`src/rtl/matrix_scan_bcm_if.sv`:
```
// Scan bus between the matrix scan generator (master) and its consumers (slave):
// run/dim requests in, panel strobes, addresses and status out.
interface matrix_scan_bcm_if #(
    parameter int unsigned COLUMNS   = 64,
    parameter int unsigned ROWS      = 16,
    parameter int unsigned BITPLANES = 6,
    parameter int unsigned DIM_BITS  = 8
);
    localparam int unsigned COL_W = (COLUMNS > 1) ? $clog2(COLUMNS) : 1;
    localparam int unsigned ROW_W = (ROWS > 1) ? $clog2(ROWS) : 1;

    logic                 enable;
    logic [DIM_BITS-1:0]  dim;
    logic [COL_W-1:0]     column_address;
    logic [ROW_W-1:0]     row_address;
    logic [ROW_W-1:0]     row_address_active;
    logic                 clk_pixel_load;
    logic                 clk_pixel;
    logic                 row_latch;
    logic                 output_enable;
    logic [BITPLANES-1:0] brightness_mask;
    logic                 frame_start;
    logic                 busy;

    modport master (
        input  enable, dim,
        output column_address, row_address, row_address_active, clk_pixel_load, clk_pixel,
               row_latch, output_enable, brightness_mask, frame_start, busy
    );

    modport slave (
        output enable, dim,
        input  column_address, row_address, row_address_active, clk_pixel_load, clk_pixel,
               row_latch, output_enable, brightness_mask, frame_start, busy
    );
endinterface

```
`src/rtl/matrix_scan_bcm.sv`:
```
// HUB75-style matrix scan generator with binary-coded modulation and global dimming.
// Each (row, plane) runs SHIFT (2 cycles/column), BLANK, LATCH, then a BASE_ON<<plane window.
module matrix_scan_bcm #(
    parameter int unsigned COLUMNS   = 64,
    parameter int unsigned ROWS      = 16,
    parameter int unsigned BITPLANES = 6,
    parameter int unsigned BASE_ON   = 4,
    parameter int unsigned DIM_BITS  = 8
) (
    input logic               clk_in,
    input logic               reset,
    matrix_scan_bcm_if.master bus
);
    localparam int unsigned COL_W  = (COLUMNS > 1) ? $clog2(COLUMNS) : 1;
    localparam int unsigned ROW_W  = (ROWS > 1) ? $clog2(ROWS) : 1;
    localparam int unsigned PL_W   = (BITPLANES > 1) ? $clog2(BITPLANES) : 1;
    localparam int unsigned W_MAX  = BASE_ON << (BITPLANES - 1);
    localparam int unsigned CNT_W  = $clog2(W_MAX + 1);
    localparam int unsigned PROD_W = CNT_W + DIM_BITS + 1;

    typedef enum logic [2:0] {StIdle, StShift, StBlank, StLatch, StDisplay} state_e;

    state_e               state_q, state_d;
    logic [COL_W-1:0]     col_q, col_d;
    logic                 phase_q, phase_d;
    logic [ROW_W-1:0]     row_q, row_d;
    logic [ROW_W-1:0]     row_active_q, row_active_d;
    logic [PL_W-1:0]      plane_q, plane_d;
    logic [CNT_W-1:0]     disp_q, disp_d;
    logic [DIM_BITS-1:0]  dim_q, dim_d;
    logic [BITPLANES-1:0] mask_q, mask_d;

    logic [CNT_W-1:0]  window;
    logic [PROD_W-1:0] product;
    logic [CNT_W-1:0]  on_count;
    logic              pixel_load, pixel, latch, oe, fstart;

    // Full-width product so dim=max yields exactly the whole window.
    assign window   = CNT_W'(BASE_ON) << plane_q;
    assign product  = PROD_W'(window) * (PROD_W'(dim_q) + PROD_W'(1));
    assign on_count = CNT_W'(product >> DIM_BITS);

    always_ff @(posedge clk_in or negedge reset) begin
        if (!reset) begin
            state_q      <= StIdle;
            col_q        <= '0;
            phase_q      <= 1'b0;
            row_q        <= '0;
            row_active_q <= '0;
            plane_q      <= '0;
            disp_q       <= '0;
            dim_q        <= '0;
            mask_q       <= '0;
        end else begin
            state_q      <= state_d;
            col_q        <= col_d;
            phase_q      <= phase_d;
            row_q        <= row_d;
            row_active_q <= row_active_d;
            plane_q      <= plane_d;
            disp_q       <= disp_d;
            dim_q        <= dim_d;
            mask_q       <= mask_d;
        end
    end

    always_comb begin
        state_d      = state_q;
        col_d        = col_q;
        phase_d      = phase_q;
        row_d        = row_q;
        row_active_d = row_active_q;
        plane_d      = plane_q;
        disp_d       = disp_q;
        dim_d        = dim_q;
        mask_d       = mask_q;
        pixel_load   = 1'b0;
        pixel        = 1'b0;
        latch        = 1'b0;
        oe           = 1'b0;
        fstart       = 1'b0;
        case (state_q)
            StIdle: begin
                if (bus.enable) begin
                    state_d = StShift;
                    row_d   = '0;
                    plane_d = '0;
                    col_d   = '0;
                    phase_d = 1'b0;
                end
            end
            StShift: begin
                if (!phase_q) begin
                    pixel_load = 1'b1;
                    phase_d    = 1'b1;
                    if (row_q == '0 && plane_q == '0 && col_q == '0) begin
                        fstart = 1'b1;
                        dim_d  = bus.dim;
                    end
                end else begin
                    pixel   = 1'b1;
                    phase_d = 1'b0;
                    if (col_q == COL_W'(COLUMNS - 1)) begin
                        col_d   = '0;
                        state_d = StBlank;
                    end else begin
                        col_d = col_q + COL_W'(1);
                    end
                end
            end
            StBlank: state_d = StLatch;
            StLatch: begin
                latch        = 1'b1;
                row_active_d = row_q;
                mask_d       = BITPLANES'(1) << plane_q;
                disp_d       = '0;
                state_d      = StDisplay;
            end
            StDisplay: begin
                oe = (disp_q < on_count);
                if (disp_q == window - CNT_W'(1)) begin
                    disp_d = '0;
                    // Stopping holds row/plane; a restart always begins a fresh frame.
                    if (!bus.enable) begin
                        state_d = StIdle;
                    end else begin
                        state_d = StShift;
                        if (plane_q == PL_W'(BITPLANES - 1)) begin
                            plane_d = '0;
                            row_d   = (row_q == ROW_W'(ROWS - 1)) ? '0 : row_q + ROW_W'(1);
                        end else begin
                            plane_d = plane_q + PL_W'(1);
                        end
                    end
                end else begin
                    disp_d = disp_q + CNT_W'(1);
                end
            end
            default: state_d = StIdle;
        endcase
    end

    assign bus.column_address     = col_q;
    assign bus.row_address        = row_q;
    assign bus.row_address_active = row_active_q;
    assign bus.clk_pixel_load     = pixel_load;
    assign bus.clk_pixel          = pixel;
    assign bus.row_latch          = latch;
    assign bus.output_enable      = oe;
    assign bus.brightness_mask    = mask_q;
    assign bus.frame_start        = fstart;
    assign bus.busy               = (state_q != StIdle);
endmodule

```
`src/flat_wrapper.sv`:
```
// flat-port wrapper written by rule: the top's interface ports become plain ports
module matrix_scan_bcm_flat 
#(
    parameter int unsigned COLUMNS   = 64,
    parameter int unsigned ROWS      = 16,
    parameter int unsigned BITPLANES = 6,
    parameter int unsigned BASE_ON   = 4,
    parameter int unsigned DIM_BITS  = 8
)
  (clk_in, reset, bus_enable, bus_dim, bus_column_address, bus_row_address, bus_row_address_active, bus_clk_pixel_load, bus_clk_pixel, bus_row_latch, bus_output_enable, bus_brightness_mask, bus_frame_start, bus_busy);
  matrix_scan_bcm_if #(.COLUMNS(COLUMNS), .ROWS(ROWS), .BITPLANES(BITPLANES), .DIM_BITS(DIM_BITS)) bus_i ();
  input logic clk_in;
  input logic reset;
  input wire logic [$bits(bus_i.enable)-1:0] bus_enable;
  input wire logic [$bits(bus_i.dim)-1:0] bus_dim;
  output wire logic [$bits(bus_i.column_address)-1:0] bus_column_address;
  output wire logic [$bits(bus_i.row_address)-1:0] bus_row_address;
  output wire logic [$bits(bus_i.row_address_active)-1:0] bus_row_address_active;
  output wire logic [$bits(bus_i.clk_pixel_load)-1:0] bus_clk_pixel_load;
  output wire logic [$bits(bus_i.clk_pixel)-1:0] bus_clk_pixel;
  output wire logic [$bits(bus_i.row_latch)-1:0] bus_row_latch;
  output wire logic [$bits(bus_i.output_enable)-1:0] bus_output_enable;
  output wire logic [$bits(bus_i.brightness_mask)-1:0] bus_brightness_mask;
  output wire logic [$bits(bus_i.frame_start)-1:0] bus_frame_start;
  output wire logic [$bits(bus_i.busy)-1:0] bus_busy;
  assign bus_i.enable = bus_enable;
  assign bus_i.dim = bus_dim;
  assign bus_column_address = bus_i.column_address;
  assign bus_row_address = bus_i.row_address;
  assign bus_row_address_active = bus_i.row_address_active;
  assign bus_clk_pixel_load = bus_i.clk_pixel_load;
  assign bus_clk_pixel = bus_i.clk_pixel;
  assign bus_row_latch = bus_i.row_latch;
  assign bus_output_enable = bus_i.output_enable;
  assign bus_brightness_mask = bus_i.brightness_mask;
  assign bus_frame_start = bus_i.frame_start;
  assign bus_busy = bus_i.busy;
  matrix_scan_bcm #(.COLUMNS(COLUMNS), .ROWS(ROWS), .BITPLANES(BITPLANES), .BASE_ON(BASE_ON), .DIM_BITS(DIM_BITS)) u_core (.clk_in(clk_in), .reset(reset), .bus(bus_i));
endmodule
```
`config.mk`:
```
export PLATFORM = sky130hd
export DESIGN_NAME = matrix_scan_bcm_flat
export DESIGN_NICKNAME = d
export VERILOG_FILES = /design/src/rtl/matrix_scan_bcm_if.sv /design/src/rtl/matrix_scan_bcm.sv /design/src/flat_wrapper.sv
export SDC_FILE = /design/constraint.sdc
export NUM_CORES = 1
export LEC_CHECK = 0
export CORE_MARGIN = 2
export CORE_UTILIZATION = 59
export CTS_CLUSTER_DIAMETER = 100
export DETAILED_ROUTE_END_ITERATION = 10
export GPL_TIMING_DRIVEN = 1
export PLACE_DENSITY = 0.89
export SYNTH_ARGS = -nofsm -noshare
export SYNTH_HDL_FRONTEND = slang
export SYNTH_SLANG_ARGS = --single-unit
```
`constraint.sdc`:
```
create_clock -name clk_in -period 7.65 [get_ports clk_in]
set_input_delay 1.53 -clock clk_in [delete_from_list [all_inputs] [get_ports clk_in]]
set_output_delay 1.53 -clock clk_in [all_outputs]
set_load 0.02 [all_outputs]
```
Yosys cells after proc, flatten, opt, wreduce, memory -nomap -nowiden

Index checks and enable logic that the tools add are counted.

Register bits after elaboration: 43
Bits of input ports: 11
Output and inout port bits: 26
Word-level logic and storage cells: 84

Add/subtract/negate cells: 6
Multiply operators: 1
$lt $le $gt $ge: 1
Equality and inequality tests: 14
Shift-type cells: 2
Mux-type cells: 34
Bitwise operators: 1
Reductions and logical operators: 16

Operator list:

| operator              | number |
|---|---|
| $mux W3               | 8 |
| $mux W4               | 5 |
| $mux W6               | 3 |
| $mul A8 B17 Y16       | 1 |
| $pmux W8 S2           | 1 |
| $pmux W3 S5           | 1 |
| $pmux W6 S2           | 1 |
| $mux W1               | 11 |
| $add A8 B1 Y9 const B | 1 |
| $add A8 B1 Y8 const B | 1 |
| $eq A8 B8 Y1          | 1 |
| $lt A8 B8 Y1          | 1 |
| $mux W8               | 1 |
| $ne A2 B1 Y1 const B  | 4 |
| $pmux W4 S2           | 1 |
| $reduce_and A4 Y1     | 2 |
| $shl A3 B3 Y8 const A | 1 |
| $sub A8 B1 Y8 const B | 1 |
| $add A6 B1 Y6 const B | 1 |
| $eq A3 B2 Y1 const B  | 2 |
| $eq A3 B3 Y1 const B  | 2 |
| $eq A6 B6 Y1 const B  | 1 |
| $logic_not A3 Y1      | 2 |
| $logic_not A6 Y1      | 1 |
| other kinds (16)      | 21 |

Logic depth before layout (Yosys ltp)

Gate-level depths: netlist of run 1.

Depth after elaboration: 6
Gate-level depth with buffers: 23
Depth with buffers taken out: 21

Worst setup path before layout of run 1

Ideal clock, no wire load.

Path type: register -> output
Start: register u_core.plane_q[2]
End: output port bus_output_enable
Arrival time: 5646 ps
Required time: 6120 ps
Slack: 474 ps
Stages on the path, launching flop included: 20
Path buffers: 2
Cell sequence: dfrtp_1 -> buf_6 -> or3_1 -> clkbuf_1 -> or2_2 -> fa_1 -> fa_1 -> inv_1 -> fa_1 -> ha_1 -> ha_1 -> a21oi_1 -> o21bai_1 -> a2111oi_0 -> nor2_1 -> a21oi_1 -> xor2_1 -> ha_1 -> or4_1 -> o311ai_0

Longest elaborated chain between the ends: 4

RTL lines:

| item                     | RTL line               | RTL |
|---|---|---|
| start: declaration       | matrix_scan_bcm.sv:28  | `logic [PL_W-1:0] plane_q, plane_d;` |
| start signal: assignment | matrix_scan_bcm.sv:60  | `plane_q <= plane_d;` |
| $shl A3 B3 Y8            | matrix_scan_bcm.sv:39  | `assign window = CNT_W'(BASE_ON) << plane_q;` |
| $mul A8 B17 Y16          | matrix_scan_bcm.sv:40  | `assign product = PROD_W'(window) * (PROD_W'(dim_q) + PROD_W'(1));` |
| $lt A8 B8 Y1             | matrix_scan_bcm.sv:120 | `oe = (disp_q < on_count);` |
| $mux W1                  | matrix_scan_bcm.sv:82  | `case (state_q)` |
| end: declaration         | flat_wrapper.sv:22     | `output wire logic [$bits(bus_i.output_enable)-1:0] bus_output_enable;` |

No other way between the ends.

Worst setup path in the final report of run 1

Start: register u_core.dim_q[0]
End: output port bus_output_enable

Longest elaborated chain between the ends: 4

RTL lines:

| item                     | RTL line               | RTL |
|---|---|---|
| start: declaration       | matrix_scan_bcm.sv:30  | `logic [DIM_BITS-1:0] dim_q, dim_d;` |
| start signal: assignment | matrix_scan_bcm.sv:62  | `dim_q <= dim_d;` |
| $add A8 B1 Y9            | matrix_scan_bcm.sv:40  |  |
| $mul A8 B17 Y16          | matrix_scan_bcm.sv:40  |  |
| $lt A8 B8 Y1             | matrix_scan_bcm.sv:120 |  |
| $mux W1                  | matrix_scan_bcm.sv:82  |  |

No other way between the ends.

==> results of run 1 <==
registers in the layout (all words and copies together) (netlist names):
| signal | cells |
|---|---|
| u_core.dim_q | 8 |
| u_core.bus.brightness_mask | 6 |
| u_core.bus.row_address | 4 |
| u_core.bus.row_address_active | 4 |
| u_core.plane_q | 3 |
| u_core.bus.column_address | 6 |
| u_core.disp_q | 8 |
| u_core.phase_q | 1 |
| u_core.state_q | 3 |
final cells by class:
cell class                      instances  area, sq um  share of cell area
Clock inverter                          2         12.5             0.00264
Tap cell                               80          100              0.0212
Timing Repair Buffer                   57          508               0.107
Sequential cell                        43         1080               0.228
Multi-Input combinational cell        354         2840               0.600
Inverter                               32          120              0.0254
Clock buffer                            6         72.6              0.0153
worst max-delay path, delay by kind of cell, from the launching register on:
family,cells,cell delay (ns)
AO/OA/AOI/OAI,5,0.92
XOR/XNOR,2,0.35
adder cells (fa/ha/maj),7,2.49
AND/OR/NAND/NOR,4,1.06
buffers and inverters,2,0.29
flip-flops,1,0.40
cell usage in the layout, fill, tap and decap left out, drive strengths merged, types with 4 or more instances in the layout:
| cell | n |
|---|---|
| nand2 | 57 |
| xor2 | 11 |
| nor3 | 7 |
| o21ai | 19 |
| a31oi | 10 |
| and2 | 7 |
| and3 | 5 |
| or2 | 9 |
| nand2b | 8 |
| ha | 42 |
| nand4 | 8 |
| nand3 | 19 |
| xnor2 | 15 |
| clkbuf | 6 |
| mux2i | 6 |
| dfrtp | 43 |
| or3 | 4 |
| inv | 32 |
| nor2b | 8 |
| fa | 27 |
| nor2 | 46 |
| clkdlybuf4s50 | 34 |
| a21oi | 9 |
| buf | 23 |
power by group through the flow:
stage               Sequential [W]  Clock [W]  Combinational [W]
floorplan                 0.000367          0           0.000523
global route              0.000347   0.000157           0.000965
detailed placement        0.000341          0           0.000822
finish                    0.000339   0.000145           0.000862
global placement          0.000338          0           0.000785
CTS                       0.000337   0.000146           0.000839
repair_timing:
item	4_1_cts	5_1_grt
endpoints found under the hold margin	0	0
pin swaps	0	1
buffers inserted	0	1
gates resized for setup	7	7
setup endpoints to repair	1	1
worst paths after layout:
kind	to	slack [ns]	startpoint	depth (start not counted)
max	bus_output_enable	0.30	u_core.dim_q[0]	20
min	u_core.bus.row_address_active[2]	0.49	u_core.bus.row_address_active[2]	2
max reg2reg	u_core.plane_q[2]	4.52	u_core.plane_q[0]	9
min reg2reg	u_core.bus.row_address_active[2]	0.49	u_core.bus.row_address_active[2]	2
max in group asynchronous	u_core.plane_q[1]	5.66	reset	1
min in group asynchronous	u_core.bus.column_address[3]	1.36	reset	1
routing by layer:
layer / share of wire / wire length [um] / vias up
met5: 0 / 0 / -
met4: 0.016 / 146 / 0
li1: - / - / 1612
met2: 0.51 / 4660 / 124
met3: 0.053 / 484 / 18
met1: 0.42 / 3870 / 1631
cells in the mapped netlist, types with 3 or more instances:
| cell type | number |
|---|---|
| and3_1 | 3 |
| and2_1 | 7 |
| or2_2 | 9 |
| dfrtp_1 | 43 |
| mux2i_1 | 6 |
| nand4_1 | 8 |
| a31oi_1 | 9 |
| nand2_1 | 55 |
| nor2_1 | 45 |
| buf_4 | 3 |
| or3_1 | 4 |
| nor3_1 | 6 |
| a41oi_1 | 3 |
| ha_1 | 42 |
| o21ai_0 | 16 |
| clkbuf_1 | 8 |
| nand2b_1 | 8 |
| o21a_1 | 3 |
| xnor2_1 | 14 |
| a21oi_1 | 8 |
| inv_1 | 31 |
| fa_1 | 27 |
| xor2_1 | 9 |
| o21ai_1 | 3 |
| nor2b_1 | 7 |
| nand3_1 | 19 |
| or4_1 | 3 |
| buf_6 | 3 |
cell families (layout without fill, tap and decap cells):
family                   count (synthesis)  count (layout)  share of synthesized area
AO/OA/AOI/OAI                           62              62                      0.108
flip-flops                              43              43                      0.264
buffers and inverters                   46              97                     0.0506
multiplexers                             9               9                     0.0248
XOR/XNOR                                26              26                     0.0613
adder cells (fa/ha/maj)                 69              69                      0.261
AND/OR/NAND/NOR                        188             188                      0.230
per-stage QoR:
step | instances | hold WS, ns | TNS, ns | worst slack (ns)
after floorplan | 443 | 0.480 | 0 | 0.474
after global placement | 565 | 0.459 | 0 | 0.00960
after detailed placement | 565 | 0.469 | -0.194 | -0.194
after CTS | 573 | 0.488 | 0 | 0.0273
after global routing | 574 | 0.521 | -0.0214 | -0.0214
final | 574 | 0.486 | 0 | 0.299
==> out/metrics.cfg, run 1 <==
[sta]
drv_slew=0
hold_violations=0
period_needed_ns=7.35
max-slew-margin-rel=0.379
max_freq_ghz=0.136
timing.final.crit_share=0.961
fin_skew_ns=0.00739
tightest_slew_ns=0.932
setup_viol=0

[synth]
yosys-top-cells-area=dfrtp_1 26%, fa_1 13%, ha_1 13%
synth_edf_count=0
ys_async_sr_fraction=1.00
syn_nets=523
synth_top_area_share=0.264
ys_ff_latch=43
syn_inst=443
syn_avg_cell_area_sq_um=9.21
syn_area_sq_um=4080
synth_ff_type=dfrtp_1
ys_seq_area_frac=0.264
yosysUniqueCellTypes=63
synth.largest_area_cell=dfrtp_1
ys.warnings.count=0

[power_and_ir_drop]
p_clk_frac=0.108
power_w=0.00135
p_leak_nw=2.28
p_switching_w=0.000625
swShare=0.464
cellPowerDensity_nw_per_um2=284
peakVddDrop_mv=0.230
comb_power_share=0.640
intPower_w=0.000721
pwr-share-seq=0.252

[detailed_routing]
dr.first_iter.drc_count=184
via_count=3385
ant_nets=0
wl_per_cell_um=16.0
routed_wirelength_mm=9.16
first_pass_iters=5
drc=0
routed_via_density=5.90

[worst_setup_path]
crit_chain=ha_1 -> nand3_1 -> xor2_1 -> or2_2 -> fa_1 -> fa_1 -> inv_1 -> fa_1 -> ha_1 -> ha_1 -> a21oi_2 -> o21bai_2 -> a2111oi_4 -> nor2_1 -> a21oi_1 -> xor2_1 -> ha_1 -> or4_1 -> o311ai_0 -> buf_2
cp-end-kind=primary output
cp.arrival_ns=5.82
slowest_stage=fa_1
slowest_delay_ns=0.49
cp_max_fo=5
cp.required_ns=6.12
path_common_cell=ha_1
critPathKind=flip-flop to primary output
cp-start-kind=flip-flop

[clock_network]
clock_latency_ns=0.31
cts_max_level=2
clk_pin_slew_ns=0.08
cts_buffers=5
root_buffer=clkbuf_8
cts_tree=done
cts_sinks=43
cts_buffer_depth=2
ctsHoldBuffers=0

[final_layout]
utilization=0.700
design_area_sq_um=4730
drive_gt1_frac=0.140
area_growth_pct=16.0
n_antenna_cell=0
fillers=495
nNetsFinal=573

[die]
chipHeight_um=87.2
core_area_sq_um=6760
rows=30
start_util=0.604
die-area_sq_um=7600
io_pins=37
die-width_um=87.2

[global_routing]
grt_antenna_before_repair=0
grt_pass1_vias=3399
grt_max_degree=44
grt_first_pass_wirelength_mm=15.8
use_met3=0.0502
grt_busiest_layer=met2
grtUsageTotal=0.261
gr-total-overflow=0
met1_usage=0.341
use_met2=0.439

[min_path]
worstHoldPathType=flip-flop to flip-flop

[outcome]
outcome=finished, final reports clean

[place]
hpwl_mm=7.03
io_buffer_count=36
postPlaceCellArea_sq_um=4600
gp_congestion=0.868

[job]
drv_cap=0

No activity file was read; power rests on OpenSTA's default activity.
==> run 2, diff against run 1 <==
Settings changed: GPL_TIMING_DRIVEN 1 to default, TNS_END_PERCENT from default to 5.
==> results of run 2 <==
The final DEF is identical to that of run 1; final timing and power are the same.
